`config.mk`:
```
export PLATFORM = sky130hd
export DESIGN_NAME = sram_rdata_align
export DESIGN_NICKNAME = d
export VERILOG_FILES = /design/src/rtl/sram_cfg_pkg.sv /design/src/rtl/sram_rsp_fifo.sv /design/src/rtl/sram_rdata_align.sv
export SDC_FILE = /design/constraint.sdc
export NUM_CORES = 1
export LEC_CHECK = 0
export ABC_AREA = 1
export BUFFER_PORTS_ARGS = -buffer_cell sky130_fd_sc_hd__buf_2
export CAP_MARGIN = 20
export CORE_ASPECT_RATIO = 0.7
export CORE_MARGIN = 5
export CORE_UTILIZATION = 59
export CTS_CLUSTER_SIZE = 8
export DETAILED_ROUTE_END_ITERATION = 8
export PLACE_DENSITY = 0.8
export RECOVER_POWER = 100
export SLEW_MARGIN = 20
export SYNTH_ARGS = -nofsm -noshare
export SYNTH_HDL_FRONTEND = slang
export SYNTH_SLANG_ARGS = --single-unit
```
`constraint.sdc`:
```
create_clock -name clk -period 2 [get_ports clk]
set_clock_uncertainty 0.05 [all_clocks]
set_input_delay 0.1 -clock clk [delete_from_list [all_inputs] [get_ports clk]]
set_output_delay 0.1 -clock clk [all_outputs]
set_load 0.02 [all_outputs]
```
`src/rtl/sram_cfg_pkg.sv`:
```
// rtl/sram_cfg_pkg.sv - shared SRAM width-config constants and response type
package sram_cfg_pkg;

    localparam logic [1:0] CONF_32   = 2'b00;
    localparam logic [1:0] CONF_16   = 2'b01;
    localparam logic [1:0] CONF_8    = 2'b10;
    localparam logic [1:0] CONF_RSVD = 2'b11;

    localparam int WORD_W = 32;
    localparam int LANE_W = 8;

    typedef struct packed {
        logic [WORD_W-1:0] data;
        logic              err;
    } rsp_t;

endpackage

```
`src/rtl/sram_rsp_fifo.sv`:
```
// rtl/sram_rsp_fifo.sv - DEPTH-entry in-order response buffer with occupancy output
module sram_rsp_fifo
    import sram_cfg_pkg::*;
#(
    parameter int DEPTH = 4,
    localparam int PTR_W = (DEPTH > 1) ? $clog2(DEPTH) : 1,
    localparam int OCC_W = $clog2(DEPTH + 1)
) (
    input  logic             clk,
    input  logic             rst_n,
    input  logic             push,
    input  rsp_t             push_data,
    input  logic             pop,
    output rsp_t             head,
    output logic [OCC_W-1:0] occ
);

    localparam logic [PTR_W-1:0] PTR_LAST = PTR_W'(DEPTH - 1);

    rsp_t             mem [DEPTH];
    logic [PTR_W-1:0] wptr;
    logic [PTR_W-1:0] rptr;
    logic             do_pop;

    assign do_pop = pop && (occ != '0);

    // Storage is not reset; head is forced to zero while empty so stale entries never show.
    always_ff @(posedge clk) begin
        if (push) begin
            mem[wptr] <= push_data;
        end
    end

    always_ff @(posedge clk or negedge rst_n) begin
        if (!rst_n) begin
            wptr <= '0;
            rptr <= '0;
            occ  <= '0;
        end else begin
            if (push) begin
                wptr <= (wptr == PTR_LAST) ? '0 : wptr + 1'b1;
            end
            if (do_pop) begin
                rptr <= (rptr == PTR_LAST) ? '0 : rptr + 1'b1;
            end
            case ({push, do_pop})
                2'b10:   occ <= occ + 1'b1;
                2'b01:   occ <= occ - 1'b1;
                default: occ <= occ;
            endcase
        end
    end

    assign head = (occ != '0) ? mem[rptr] : '0;

endmodule

```
`src/rtl/sram_rdata_align.sv`:
```
// rtl/sram_rdata_align.sv - SRAM read return path: lane extract, zero-extend, buffered response
module sram_rdata_align
    import sram_cfg_pkg::*;
#(
    parameter int DEPTH = 4
) (
    input  logic              clk,
    input  logic              rst_n,
    input  logic              req_valid,
    output logic              req_ready,
    input  logic [1:0]        req_addr,
    input  logic [1:0]        req_conf,
    output logic              sram_ren,
    input  logic [WORD_W-1:0] sram_rdata,
    output logic              rsp_valid,
    input  logic              rsp_ready,
    output logic [WORD_W-1:0] rsp_data,
    output logic              rsp_err
);

    localparam int OCC_W = $clog2(DEPTH + 1);

    logic             acc;
    logic             inflt_v;
    logic [1:0]       inflt_addr;
    logic [1:0]       inflt_conf;
    rsp_t             push_rsp;
    rsp_t             head;
    logic [OCC_W-1:0] occ;
    logic [OCC_W:0]   committed;

    // Credit counts the in-flight read too, so a push can never meet a full FIFO.
    assign committed = {1'b0, occ} + {{OCC_W{1'b0}}, inflt_v};
    assign req_ready = rst_n && (committed < (OCC_W + 1)'(DEPTH));
    assign acc       = req_valid && req_ready;
    assign sram_ren  = acc && (req_conf != CONF_RSVD);

    always_ff @(posedge clk or negedge rst_n) begin
        if (!rst_n) begin
            inflt_v    <= 1'b0;
            inflt_addr <= 2'b00;
            inflt_conf <= CONF_32;
        end else begin
            inflt_v <= acc;
            if (acc) begin
                inflt_addr <= req_addr;
                inflt_conf <= req_conf;
            end
        end
    end

    always_comb begin
        push_rsp = '0;
        case (inflt_conf)
            CONF_32: push_rsp.data = sram_rdata;
            CONF_16: begin
                if (inflt_addr[0]) begin
                    push_rsp.data = {16'h0000, sram_rdata[31:16]};
                end else begin
                    push_rsp.data = {16'h0000, sram_rdata[15:0]};
                end
            end
            CONF_8: begin
                case (inflt_addr)
                    2'd0:    push_rsp.data = {24'h000000, sram_rdata[7:0]};
                    2'd1:    push_rsp.data = {24'h000000, sram_rdata[15:8]};
                    2'd2:    push_rsp.data = {24'h000000, sram_rdata[23:16]};
                    default: push_rsp.data = {24'h000000, sram_rdata[31:24]};
                endcase
            end
            default: push_rsp.err = 1'b1;
        endcase
    end

    sram_rsp_fifo #(
        .DEPTH (DEPTH)
    ) u_fifo (
        .clk       (clk),
        .rst_n     (rst_n),
        .push      (inflt_v),
        .push_data (push_rsp),
        .pop       (rsp_valid && rsp_ready),
        .head      (head),
        .occ       (occ)
    );

    assign rsp_valid = (occ != '0);
    assign rsp_data  = head.data;
    assign rsp_err   = head.err;

endmodule
```
-- After elaboration in Yosys (flattened, before gate mapping)
Memory sizes are Yosys's and may differ from the RTL's.
Cells that the tools add are included.
- memories: 1
- register bits after elaboration: 12
- memory bits (writable): 132
- logic and storage cells: 42
- memories (name ; depth ; width ; read ports ; clocked after Yosys merged registers in ; wr ports ; RTL line ; text):
    u_fifo.mem ; 4 ; 33 ; 1 ; 0 ; 1 ; sram_rsp_fifo.sv:20 ; rsp_t mem [DEPTH];
- add/subtract/negate cells: 5
- reduce and logical (&&, ||, !) cells: 10
- equality and inequality tests: 9
- order comparisons: 1
- muxes and demuxes: 10
- operators by type and width (operator ; number):
    $pmux W32 S3 ; 1
    $mux W33 ; 1
    $pmux W8 S3 ; 1
    $mux W16 ; 1
    $eq A2 B2 Y1 const B ; 5
    $eq A2 B1 Y1 const B ; 3
    $pmux W3 S2 ; 1
    $logic_and A1 B1 Y1 ; 5
    $add A2 B1 Y2 const B ; 2
    $add A3 B1 Y4 ; 1
    $logic_not A2 Y1 ; 2
    $lt A4 B3 Y1 const B ; 1
    $mux W2 ; 2
    $add A3 B1 Y3 const B ; 1
    $mux W1 ; 3
    $reduce_bool A3 Y1 ; 1
    $reduce_or A3 Y1 ; 1
    $sub A3 B1 Y3 const B ; 1
    $ne A2 B2 Y1 const B ; 1
    $reduce_bool A2 Y1 ; 1

-- Depth between registers and ports, before layout
- word-level depth: 5
- depth in mapped cells: 11
- depth with buffers taken out: 11

-- By module
From an unflattened synthesis, not the netlist that was laid out.
- cell total of the unflattened synthesis: 781
- area total of the unflattened synthesis: 7071.8 um^2
- modules (own cells, without submodules) (module ; cells each ; instances ; area each (um^2)):
    sram_rsp_fifo ; 578 ; 1 ; 6060.8
    sram_rdata_align ; 203 ; 1 ; 1011.0

-- Worst setup path after synthesis
No wires, ideal clock.
- kind: reg2reg
- from: register u_fifo.occ[0]
- to: register u_fifo.occ[2]
- period minus slack after synthesis: 1790 ps
- cell stages (with the launch flop): 11
- setup time: 123 ps
- data arrival time: 1617 ps
- slack: 210 ps
- cells stage by stage: dfrtp_1 > inv_1 > nand3_2 > nand2_1 > inv_1 > ha_1 > inv_1 > fa_1 > nand2_1 > nand3b_1 > xor2_1
- word-level cells in the longest chain between the ends: 5
- elaborated cells on any way between the ends: 9
- ends and longest elaborated chain (what ; RTL line ; text):
    start, declared ; sram_rsp_fifo.sv:15 ; output logic [OCC_W-1:0] occ
    start signal, assigned ; sram_rsp_fifo.sv:47 ; 2'b10: occ <= occ + 1'b1;
    start signal, assigned ; sram_rsp_fifo.sv:48 ; 2'b01: occ <= occ - 1'b1;
    $reduce_bool A3 Y1 * ; sram_rdata_align.sv:87 ; assign rsp_valid = (occ != '0);
    net rsp_valid ; sram_rdata_align.sv:15 ; output logic rsp_valid,
    $logic_and A1 B1 Y1 ; sram_rdata_align.sv:82 ; .pop (rsp_valid && rsp_ready),
    $logic_and A1 B1 Y1 * ; sram_rsp_fifo.sv:25 ; assign do_pop = pop && (occ != '0);
    $eq A2 B1 Y1 / $eq A2 B2 Y1 (equally long branches) ; sram_rsp_fifo.sv:46 ; case ({push, do_pop})
    $pmux W3 S2 / $reduce_bool A2 Y1 (equally long branches) ; n/a ;
The timed path passes the listed nets; every way through them passes the cells marked *.
A chain may end at the register's enable or synchronous reset.

-- Final worst setup path
- from: register u_fifo.rptr[0]
- to: output port rsp_data[26]
- word-level cells in the longest chain between the ends: 2
- ends and longest elaborated chain (what ; RTL line ; text):
    start, declared ; sram_rsp_fifo.sv:22 ; logic [PTR_W-1:0] rptr;
    start signal, assigned ; sram_rsp_fifo.sv:44 ; rptr <= (rptr == PTR_LAST) ? '0 : rptr + 1'b1;
    $mem_v2 Z4 W33 ; n/a ;
    $mux W33 ; sram_rsp_fifo.sv:54 ; assign head = (occ != '0) ? mem[rptr] : '0;
    end, declared ; sram_rdata_align.sv:17 ; output logic [WORD_W-1:0] rsp_data,
Every way passes these cells.

==> run_results.csv <==
group,metric,value,unit
setup_path,rr_worst_depth,10,
setup_path,cp_cell_sequence,"buf_12 -> nor2_1 -> nor2_1 -> o21ai_0 -> a21oi_1 -> buf_4",
floorplanning,core_area,0.01109,mm2
finish,diodes,0,
routing,drtAntennaViolNets,0,
setup_path,cp-startpoint,"u_fifo.rptr[0]",
place,placed_area,0.007231,mm2
routing,vias_per_cell,5.526,
global_routing,grt_overflow,0,
sta,rsz0062_at_grt,"true",
finish,layout_common_cells,"nand2_1, edfxtp_1, nor2_1",
setup_path,max_stage_delay,0.57,ns
setup_path,crit_required,1.85,ns
logic_synthesis,syn_area,0.006758,mm2
sta,whs,0.001765,ns
place,hpwl,9.684,mm
floorplanning,die-height,99.54,um
sta,final.setup.worst_slack,-0.03573,ns
setup_path,worst-path-buf-inv,2,
clock_tree,cts_buffers,17,
finish,utilization,74.07,%
logic_synthesis,yosysUniqueCellTypes,24,
routing,vias,5112,
power,cellLeakagePower,3.437,nW
global_routing,antenna_found_initial,0,
finish,area_growth,21.57,%
routing,wl,16.66,mm
routing,drt-initial-drc-count,508,
global_routing,grt_pass1_vias,4912,
place,io_buffers,75,
finish,drive_above_1_share,24.22,%
routing,drc,0,
sta,setup-violations-final,2,
power,ir_drop,0.9619,mV
sta,tightest_slew,0.6119,ns
setup_path,rrSetupSlack,0.18,ns
setup_path,cp_max_fo,11,
finish,stdcell_area,0.008215,mm2
clock_tree,clockBufferDepth,2,
logic_synthesis,synth_warnings,0,
power,pwr_density_cell,1634,mW/mm2
global_routing,grt_max_degree,68,
place,place.gp.congestion,0.8680,
status,status,"finished, violations left",
setup_path,crit_top_cell,"nor2_1",
finish,layout_commonest_cell,"nand2_1",
clock_tree,cts.clk_slew.worst_paths,0.06,ns
logic_synthesis,seq_area_frac_synth,63.10,%
floorplanning,die_area,0.01373,mm2
run,maxCapViolations,0,
sta,final.period_utilization,101.8,%
logic_synthesis,synthCells,667,
setup_path,worstSetupEndpointType,"output port",
global_routing,grt.total_usage,24.22,%
setup_path,slowest_stage,"dfrtp_4",
floorplanning,floorplan.initialDensity,60.93,%
clock_tree,cts_tree,"done",
sta,min_period,2.036,ns
sta,fmax,0.4912,GHz
status,violations,"setup timing",
setup_path,setup.worst_path.class,"register to output port",
routing,firstDrtPassIters,5,
floorplanning,ios,76,
clock_tree,cts-root-buf,"clkbuf_16",
finish,final.fill_count,774,
clock_tree,cts_sinks,144,
global_routing,grt_pass1_wl,24.72,mm
place,dpl_worst_slack,0.1229,ns
sta,hold_violations,0,
floorplanning,rows,32,
sta,slew_headroom,59.16,%
sta,fin_setup_tns,-0.04526,ns
hold_path,min_path_type,"primary input to asynchronous set/reset pin",
clock_tree,insertion_delay,0.43,ns
setup_path,crit_family,"flip-flops",
setup_path,reg2reg_from,"u_fifo.occ[0]",
sta,drv_slew,0,
logic_synthesis,synth_seq_cells,144,
finish,nets,806,
logic_synthesis,syn_area_per_cell,10.13,um2
setup_path,crit_arrival,1.89,ns
clock_tree,cts_max_level,4,
logic_synthesis,syn_nets,714,
routing,wl_per_cell,18.01,um
setup_path,start_kind,"register",
floorplanning,fp.dieW,137.9,um
setup_path,r2r_end,"u_fifo.occ[2]",
-- per-layer routing --
metal	wire (um)	GRT usage [%]	vias to the layer above
met4	347	10.10	0
met1	6494	30.72	2429
li1	-	-	2404
met2	8243	39.32	250
met5	0	0	-
met3	1579	6.926	29
-- kinds of logic after synthesis --
group | Yosys count | share of synthesized area (%)
and+or+nand+nor | 327 | 19.44
DFF | 144 | 63.10
AOI/OAI and AO/OA | 102 | 8.869
buffers and inverters | 85 | 6.925
adders and majority gates | 7 | 1.407
xor gates and xnor gates | 2 | 0.2593
-- worst register-to-register path, cell delays in order (launching register included) --
cell      delay, ns
dfrtp_1        0.37
inv_1          0.09
nand3_2        0.09
nand2_1        0.07
inv_2          0.08
ha_1           0.16
inv_1          0.07
fa_1           0.40
nand2_1        0.09
nand3b_1       0.10
xor2_1         0.15
-- final cells by class --
type	instances	area, um2	area share [%]
Tap cell	153	191.4	2.330
Timing Repair Buffer	108	915.9	11.15
Inverter	50	216.5	2.635
Sequential cell	144	4268	51.95
Multi-Input combinational cell	438	2076	25.27
Clock buffer	18	429.2	5.224
Clock inverter	14	118.9	1.447
-- synthesized netlist by cell type --
library cell	instances	area share [%]
clkbuf_1	6	0.33
nand3b_1	1	0.11
buf_6	8	1.3
nand3_1	27	2.0
a21oi_2	21	2.7
nand2_1	189	10
inv_6	1	0.13
o31ai_1	4	0.44
buf_2	13	0.96
inv_1	46	2.6
dfrtp_1	12	4.4
nand3_2	1	0.15
xnor2_1	1	0.13
o21ai_0	54	4.0
buf_4	5	0.56
a21oi_1	23	1.7
inv_2	3	0.17
fa_1	1	0.30
nor2_1	92	5.1
edfxtp_1	132	59
ha_1	6	1.1
xor2_1	1	0.13
nand2_2	17	1.6
buf_12	3	0.89
-- metrics by stage --
step | cells | total power [mW]
after floorplan | 667 | 8.171
after global routing | 925 | 14.19
after detailed placement | 874 | 9.504
after global placement | 874 | 9.300
after CTS | 915 | 12.47
final | 925 | 13.42
-- power breakdown --
group          total (mW)  switching [mW]  leakage, nW  internal, mW
clock                2.91            1.21        0.251          1.70
sequential           4.30           0.294         1.36          4.01
combinational        6.21            3.91         1.83          2.31
-- how the worst max path moves through the flow --
stage                                to  slack [ns]  cells past startpoint
after global routing       rsp_data[21]       -0.12                      7
after detailed placement  u_fifo.occ[1]        0.12                      8
after global placement    u_fifo.occ[2]        0.24                     10
after floorplan           u_fifo.occ[2]        0.21                     10
after CTS                  rsp_data[17]       -0.03                      6
final                      rsp_data[26]       -0.04                      6
-- sequential cells by signal (all words and copies together) (netlist names) --
register     flops
u_fifo.mem     132
u_fifo.occ       3
inflt_addr       2
inflt_conf       2
u_fifo.rptr      2
u_fifo.wptr      2
inflt_v          1
-- what timing repair did --
action | 4_1_cts | 5_1_grt
resized for setup | 4 | 72
buffers inserted | 0 | 5
pin swaps | 0 | 9
hold endpoints to repair | 18 | 0
setup endpoints to repair | 28 | 33
cloned | 0 | 5
hold buffers | 9 | 0
(Power assumes the default switching activity.)
